--- config.mk ---
export PLATFORM = sky130hd
export DESIGN_NAME = pipe_mux_n
export DESIGN_NICKNAME = d
export VERILOG_FILES = /design/src/rtl/pipe_mux_n.sv
export SDC_FILE = /design/constraint.sdc
export NUM_CORES = 1
export LEC_CHECK = 0
export CELL_PAD_IN_SITES_DETAIL_PLACEMENT = 0
export CELL_PAD_IN_SITES_GLOBAL_PLACEMENT = 1
export CORE_ASPECT_RATIO = 1.1
export CORE_MARGIN = 1
export CORE_UTILIZATION = 31
export DETAILED_ROUTE_END_ITERATION = 8
export PLACE_DENSITY_LB_ADDON = 0.1
export SLEW_MARGIN = 0
export SYNTH_ARGS = -nofsm -noshare
export SYNTH_HDL_FRONTEND = slang
export SYNTH_SLANG_ARGS = --single-unit
export TNS_END_PERCENT = 10
--- constraint.sdc ---
create_clock -name clk -period 3.05 [get_ports clk]
set_clock_uncertainty 0.2 [all_clocks]
set_input_delay 0.305 -clock clk [delete_from_list [all_inputs] [get_ports clk]]
set_output_delay 0.305 -clock clk [all_outputs]
set_load 0.005 [all_outputs]
--- src/rtl/pipe_mux_n.sv ---
// ============================================================================
// Module   : pipe_mux_n
// Purpose  : Pipelined NCH:1 channel multiplexer with a valid strobe, a channel
//            tag and an auto-scan mode. `define PIPE_MUX_STAGE_REG_EN to put a
//            register after every tree level; otherwise the tree is combinational.
// Revision : 1.0  initial release
// ============================================================================
`default_nettype none

module pipe_mux_n #(
    parameter  int WIDTH = 8,
    parameter  int NCH   = 8,
    localparam int SELW  = $clog2(NCH)
) (
    input  logic                 clk,
    input  logic                 rst,
    input  logic [NCH*WIDTH-1:0] inp,
    input  logic [SELW-1:0]      se,
    input  logic                 mode,
    input  logic                 in_valid,
    output logic [WIDTH-1:0]     out,
    output logic                 out_valid,
    output logic [SELW-1:0]      out_ch
);

    logic [SELW-1:0]      r_scan_ch;
    logic [SELW-1:0]      w_sel;
    logic [NCH*WIDTH-1:0] r_in_data;
    logic [SELW-1:0]      r_in_sel;
    logic                 r_in_vld;

    assign w_sel = mode ? r_scan_ch : se;

    // Manual mode parks the scan counter so the next scan run starts at channel 0.
    always_ff @(posedge clk or posedge rst) begin
        if (rst) begin
            r_scan_ch <= '0;
        end else if (!mode) begin
            r_scan_ch <= '0;
        end else if (in_valid) begin
            r_scan_ch <= r_scan_ch + 1'b1;
        end
    end

    always_ff @(posedge clk or posedge rst) begin
        if (rst) begin
            r_in_data <= '0;
            r_in_sel  <= '0;
            r_in_vld  <= 1'b0;
        end else begin
            r_in_vld <= in_valid;
            if (in_valid) begin
                r_in_data <= inp;
                r_in_sel  <= w_sel;
            end
        end
    end

    for (genvar l = 0; l < SELW; l++) begin : g_lvl
        localparam int c_nin  = NCH >> l;
        localparam int c_nout = NCH >> (l + 1);

        logic [c_nin*WIDTH-1:0]  w_din;
        logic [SELW-1:0]         w_tin;
        logic                    w_vin;
        logic [c_nout*WIDTH-1:0] w_mux;
        logic [c_nout*WIDTH-1:0] w_dout;
        logic [SELW-1:0]         w_tout;
        logic                    w_vout;

        if (l == 0) begin : g_first
            assign w_din = r_in_data;
            assign w_tin = r_in_sel;
            assign w_vin = r_in_vld;
        end else begin : g_next
            assign w_din = g_lvl[l-1].w_dout;
            assign w_tin = g_lvl[l-1].w_tout;
            assign w_vin = g_lvl[l-1].w_vout;
        end

        // Level l resolves select bit l: pairs (2j, 2j+1) collapse to node j.
        for (genvar j = 0; j < c_nout; j++) begin : g_node
            assign w_mux[j*WIDTH +: WIDTH] = w_tin[l] ? w_din[(2*j+1)*WIDTH +: WIDTH]
                                                      : w_din[(2*j)*WIDTH +: WIDTH];
        end

`ifdef PIPE_MUX_STAGE_REG_EN
        logic [c_nout*WIDTH-1:0] r_data;
        logic [SELW-1:0]         r_tag;
        logic                    r_vld;

        always_ff @(posedge clk or posedge rst) begin
            if (rst) begin
                r_data <= '0;
                r_tag  <= '0;
                r_vld  <= 1'b0;
            end else begin
                r_vld <= w_vin;
                if (w_vin) begin
                    r_data <= w_mux;
                    r_tag  <= w_tin;
                end
            end
        end

        assign w_dout = r_data;
        assign w_tout = r_tag;
        assign w_vout = r_vld;
`else
        assign w_dout = w_mux;
        assign w_tout = w_tin;
        assign w_vout = w_vin;
`endif
    end

`ifdef PIPE_MUX_STAGE_REG_EN
    assign out       = g_lvl[SELW-1].w_dout;
    assign out_ch    = g_lvl[SELW-1].w_tout;
    assign out_valid = g_lvl[SELW-1].w_vout;
`else
    logic [WIDTH-1:0] r_out;
    logic [SELW-1:0]  r_out_ch;
    logic             r_out_valid;

    always_ff @(posedge clk or posedge rst) begin
        if (rst) begin
            r_out       <= '0;
            r_out_ch    <= '0;
            r_out_valid <= 1'b0;
        end else begin
            r_out_valid <= g_lvl[SELW-1].w_vout;
            if (g_lvl[SELW-1].w_vout) begin
                r_out    <= g_lvl[SELW-1].w_dout;
                r_out_ch <= g_lvl[SELW-1].w_tout;
            end
        end
    end

    assign out       = r_out;
    assign out_ch    = r_out_ch;
    assign out_valid = r_out_valid;
`endif

endmodule

`default_nettype wire

==> impl_metrics.env, run 1 <==
export IMPL_synth_area_sq_um=3550
export IMPL_end_kind="register"
export IMPL_dpl_cell_area_sq_um=4530
export IMPL_final_nets=384
export IMPL_cp_max_fo=23
export IMPL_syn_num_nets=302
export IMPL_fillerInstances=1028
export IMPL_register_area_sq_um=2080
export IMPL_multi_input_area_sq_um=1390
export IMPL_ioPinCount=83
export IMPL_fin_setup_tns_ns=0
export IMPL_postCtsSetupBuffers=0
export IMPL_grt_pass1_wl_um=12600
export IMPL_tightest_slew_ns=0.567
export IMPL_max_clock_freq_mhz=494
export IMPL_drive_gt1_share_pct=28.7
export IMPL_initial_utilization_pct=32.1
export IMPL_fin_cells=464
export IMPL_yosysUniqueCellTypes=27
export IMPL_period_needed_ns=2.03
export IMPL_cp_arrival_ns=2.04
export IMPL_antenna_found_initial=0
export IMPL_p_leak_nw=2.02
export IMPL_design_area_sq_um=4830
export IMPL_wirelength_um=7710
export IMPL_avgViaCountPerCell=4.68
export IMPL_maxCapViolCount=0
export IMPL_required_ns=3.06
export IMPL_hpwl_um=5200
export IMPL_dr_pass1_iters=4
export IMPL_yosysWarnings=0
export IMPL_coreArea_sq_um=11100
export IMPL_ctsHoldBuffers=0
export IMPL_h_tree_depth=3
export IMPL_cts_clk_slew_worst_paths_ns=0.06
export IMPL_finalWeightedCongestion=0.673
export IMPL_start_kind="register"
export IMPL_setup_viol=0
export IMPL_dp_cells=448
export IMPL_syn_instance_count=230
export IMPL_syn2layout_area_growth_pct=36.0
export IMPL_outcome="finished, final reports clean"
export IMPL_path_class="reg2reg"
export IMPL_peakVddDrop_v=0.000316
export IMPL_dieWidth_um=104
export IMPL_ys_ff_latch=83
export IMPL_final_core_util_pct=43.7
export IMPL_final_period_utilization_pct=66.4
export IMPL_ctsRootBufferMaster="clkbuf_16"
export IMPL_cts_tree="yes"
export IMPL_grt_pass1_vias=2313
export IMPL_hold_viol=0
export IMPL_die_area_sq_um=11900
export IMPL_grt_max_degree=84
export IMPL_ant_nets=0
export IMPL_synth_seq_area_share_pct=58.5
export IMPL_hp_class="in2async"
export IMPL_portBuffers=82
export IMPL_drtIter0Drc=81
export IMPL_rsz0062_at_grt="false"
export IMPL_numCtsBuffers=9
export IMPL_rows=40
export IMPL_rrSetupSlack_ns=1.02
export IMPL_relSlewSlack_pct=62.2
export IMPL_cts_num_sinks=83
export IMPL_drc_errors=0
export IMPL_grtUsageTotal_pct=13.9
export IMPL_cts_resized=0
export IMPL_clkLatencyLatePin_ns=0.33
export IMPL_finalPower_mw=2.87
export IMPL_num_vias=2170
export IMPL_yosys_area_top_type="dfrtp_1"
export IMPL_synth_avg_cell_area_sq_um=15.4
export IMPL_overflow=0
export IMPL_power_density_nw_per_um2=594
export IMPL_drv_slew=0
export IMPL_synth_area_leaders="dfrtp_1 58%, mux2_2 21%, mux2i_1 5.6%"
export IMPL_die_h_um=114
export IMPL_synth_top_area_share_pct=58.5
export IMPL_routedWlPerCell_um=16.6
export IMPL_clk_path_buf_depth=2
export IMPL_n_antenna_cell=0
==> critical path: stages, from the launching register on <==
cell and delay [ns]:
dfrtp_1 0.42, buf_4 0.38, mux4_1 0.61, a221o_1 0.30
==> synth_stat cells <==
| cell | n |
|---|---|
| nand2_1 | 2 |
| a21oi_1 | 3 |
| nor2_1 | 4 |
| nand3_1 | 1 |
| clkinv_1 | 1 |
| ha_1 | 1 |
| nor2b_1 | 1 |
| inv_1 | 2 |
| mux4_2 | 4 |
| clkbuf_1 | 2 |
| dfrtp_1 | 83 |
| a21o_1 | 1 |
| o32ai_1 | 2 |
| mux4_1 | 4 |
| buf_6 | 1 |
| mux2_2 | 65 |
| or3b_2 | 1 |
| mux2i_1 | 20 |
| buf_2 | 10 |
| nand3b_1 | 1 |
| clkbuf_2 | 1 |
| o21ai_0 | 1 |
| xnor2_1 | 1 |
| a221o_1 | 8 |
| o22ai_1 | 6 |
| xor2_1 | 1 |
| and2_1 | 3 |
==> path summary, 6_finish.rpt <==
kind,from,end,cells after the start
setup / recovery,g_lvl[0].w_tin[0],out[7],3
hold / removal,rst,g_lvl[0].w_din[41],3
setup reg to reg,g_lvl[0].w_tin[0],out[7],3
hold reg to reg,g_lvl[0].w_din[20],g_lvl[0].w_din[20],1
max in group asynchronous,rst,g_lvl[0].w_din[34],3
min in group clk,in_valid,g_lvl[0].w_vin,2
==> sequential cells by signal (all words and copies together), names as in the netlist <==
signal and cells:
g_lvl.w_tin 3, out_ch 3, out 8, r_scan_ch 3
g_lvl.w_din 64, g_lvl.w_vin 1, out_valid 1
==> per-stage QoR <==
step | hold WS, ns | setup WS (ns)
2_1_floorplan | 0.136 | 0.408
3_3_place_gp | 0.285 | 1.07
3_5_place_dp | 0.288 | 1.02
4_1_cts | 0.217 | 1.01
5_1_grt | 0.233 | 0.925
6_report | 0.191 | 1.02
==> report_power, final <==
part           total (mW)  leakage (nW)  switching [mW]  internal [mW]
combinational       0.461         0.889           0.157          0.304
clock                1.09         0.148           0.438          0.656
sequential           1.31         0.982          0.0867           1.23
==> area by class of cell <==
cell class / instances / area share [%]
flip-flops and latches: 83 / 43.0
multi-input cells: 130 / 28.8
inverters: 3 / 0.259
repair buffers: 85 / 17.9
clock buffers: 10 / 4.95
well taps: 147 / 3.81
clock inverters: 6 / 1.35
==> layout by cell type (no fill, tap or decap), types with 4 or more instances in the layout <==
| cell type | instances |
|---|---|
| a221o_1 | 8 |
| clkbuf_16 | 9 |
| clkdlybuf4s50_1 | 81 |
| dfrtp_1 | 83 |
| mux2_2 | 65 |
| mux2i_1 | 20 |
| mux4_1 | 4 |
| mux4_2 | 4 |
| nor2_1 | 4 |
| o22ai_1 | 6 |
==> cell families (layout without fill, tap and decap cells) <==
group,Yosys count,count (layout),share of synthesized area [%]
adders and majority gates,1,1,0.352
muxes,93,93,31.7
and+or+nand+nor,13,13,1.94
buffers and inverters,17,104,2.40
xor gates and xnor gates,2,2,0.493
DFF,83,83,58.5
AOI/OAI and AO/OA,21,21,4.58
==> per-layer routing <==
metal  global-route usage [%]  share of wire, %  vias to the layer above
met2                     20.6                45                       50
met1                     19.6                50                     1088
met4                     3.71               1.0                        0
met5                        0                 0                        -
met3                     4.33               4.1                        8
li1                         -                 -                     1024
No activity file was read; power rests on OpenSTA's default activity.
==> run 2: changes to the inputs <==
==> constraint.sdc (replaced) <==
create_clock -name clk -period 1.95 [get_ports clk]
set_clock_uncertainty 0.2 [all_clocks]
set_input_delay 0.195 -clock clk [delete_from_list [all_inputs] [get_ports clk]]
set_output_delay 0.195 -clock clk [all_outputs]
set_load 0.005 [all_outputs]
==> run 2 against run 1 <==
  * Setup slack worse by 0.87 ns
  * Worst hold slack worse by 0.18 ns
  * Critical path type unchanged
  * Highest routed layer unchanged
  * Combinational power increased by 64%
  * Via count grew 0.55%
  * Critical path depth unchanged
  * Register-to-register slack worse by 0.87 ns
  * Core utilization grew 0.87 points
  * Largest cell class unchanged
  * Count of clock-buffer cells in the layout up 1
  * Total power increased by 59%
==> impl_metrics.env, run 2 (synthesis gave the netlist of run 1 again) <==
export IMPL_drtIter0Drc=85
export IMPL_cts_num_sinks=83
export IMPL_drv_slew=0
export IMPL_hpwl_um=5470
export IMPL_routedWlPerCell_um=16.2
export IMPL_clk_path_buf_depth=2
export IMPL_rr_startpoint="g_lvl[0].w_tin[0]"
export IMPL_ctsHoldBuffers=0
export IMPL_cp_top_family="multiplexers"
export IMPL_p_comb_share_pct=16.5
export IMPL_overflow=0
export IMPL_hp_class="in2async"
export IMPL_die_h_um=114
export IMPL_pwr_share_seq_pct=44.8
export IMPL_cp_arrival_ns=1.80
export IMPL_n_antenna_cell=0
export IMPL_cts_resized=0
export IMPL_largest_reg_flops=64
export IMPL_layout_commonest_cell="dfrtp_1"
export IMPL_power_density_nw_per_um2=927
export IMPL_syn2layout_area_growth_pct=38.7
export IMPL_relSlewSlack_pct=74.9
export IMPL_grtUsageTotal_pct=14.2
export IMPL_cts_clk_slew_worst_paths_ns=0.06
export IMPL_internal_power_mw=3.54
export IMPL_startpoint="g_lvl[0].w_tin[0]"
export IMPL_crit_chain="buf_12 -> mux4_1 -> a221o_1"
export IMPL_initial_utilization_pct=32.1
export IMPL_ant_nets=0
export IMPL_path_class="reg2reg"
export IMPL_wirelength_um=7590
export IMPL_dr_pass1_iters=4
export IMPL_fin_cells=469
export IMPL_rows=40
export IMPL_final_period_utilization_pct=92.2
export IMPL_cts_tree="yes"
export IMPL_finalWeightedCongestion=0.663
export IMPL_clkLatencyLatePin_ns=0.32
export IMPL_die_area_sq_um=11900
export IMPL_path_buf_inv=1
export IMPL_dieWidth_um=104
export IMPL_critPathMaxStageDelay_ns=0.57
export IMPL_grt_pass1_vias=2432
export IMPL_swShare_pct=22.5
export IMPL_drive_gt1_share_pct=29.2
export IMPL_start_kind="register"
export IMPL_postCtsSetupBuffers=0
export IMPL_antenna_found_initial=0
export IMPL_dp_cells=453
export IMPL_period_needed_ns=1.80
export IMPL_ioPinCount=83
export IMPL_required_ns=1.96
export IMPL_coreArea_sq_um=11100
export IMPL_grt_max_degree=44
export IMPL_p_sw_mw=1.03
export IMPL_peakVddDrop_v=0.000425
export IMPL_ctsRootBufferMaster="clkbuf_16"
export IMPL_final_nets=389
export IMPL_max_clock_freq_mhz=556
export IMPL_p_clk_share_pct=38.6
export IMPL_h_tree_depth=3
export IMPL_final_cell_mix="83 x dfrtp_1, 81 x clkdlybuf4s50_1, 65 x mux2_2, 20 x mux2i_1, 9 x clkbuf_16"
export IMPL_cp_max_fo=23
export IMPL_portBuffers=82
export IMPL_p_leak_nw=2.06
export IMPL_fin_setup_tns_ns=0
export IMPL_maxCapViolCount=0
export IMPL_rsz0062_at_grt="false"
export IMPL_tightest_slew_ns=0.375
export IMPL_slowest_stage="mux4_1"
export IMPL_avgViaCountPerCell=4.65
export IMPL_setup_viol=0
export IMPL_outcome="finished, final reports clean"
export IMPL_num_vias=2182
export IMPL_grt_pass1_wl_um=12900
export IMPL_drc_errors=0
export IMPL_numCtsBuffers=9
export IMPL_end_kind="register"
export IMPL_hold_viol=0
-- run 2: power groups by stage --
stage          Combinational (mW)  Sequential [mW]  Clock [mW]
6_report                    0.755             2.05        1.76
2_1_floorplan               0.420             2.03           0
5_1_grt                     0.824             2.07        1.91
4_1_cts                     0.774             2.05        1.82
3_5_place_dp                0.768             2.08           0
3_3_place_gp                0.756             2.09           0
-- run 2: path summary, 6_finish.rpt --
check,endpoint,slack (ns),cells past startpoint
max,out[7],0.15,3
min,g_lvl[0].w_din[57],0.01,2
max reg2reg,out[7],0.15,3
min reg2reg,g_lvl[0].w_din[7],0.30,1
max in group asynchronous,g_lvl[0].w_din[26],1.09,3
min in group clk,g_lvl[0].w_vin,0.08,2
-- run 2: through the flow --
step	util, %	power (mW)	hold WS, ns	worst slack [ns]	area [sq um]
6_report	44.5	4.56	0.0127	0.153	4930
5_1_grt	44.5	4.81	0.0366	0.0541	4930
4_1_cts	44.5	4.65	0.0153	0.119	4930
3_5_place_dp	41.7	2.85	0.292	0.144	4620
3_3_place_gp	41.7	2.84	0.289	0.194	4620
2_1_floorplan	-	2.45	0.0264	0.256	3550
-- run 2: per-layer routing --
layer | routed length (um) | GRT usage (%)
met1 | 3780 | 20.4
met3 | 304 | 3.30
met2 | 3420 | 20.7
met4 | 85 | 5.71
met5 | 0 | 0
-- run 2: area by class of cell --
type	count	area [sq um]
clock buffer	11	233
multi-input combinational	130	1390
inverter	3	15.0
timing repair buffer	90	951
sequential	83	2080
fill	1029	6130
tap	147	184
clock inverter	5	77.6
-- run 2: worst register-to-register path, stage by stage, from the launching register on --
cell and delay (ns):
dfrtp_1 0.39, buf_12 0.21, mux4_1 0.57, a221o_1 0.31
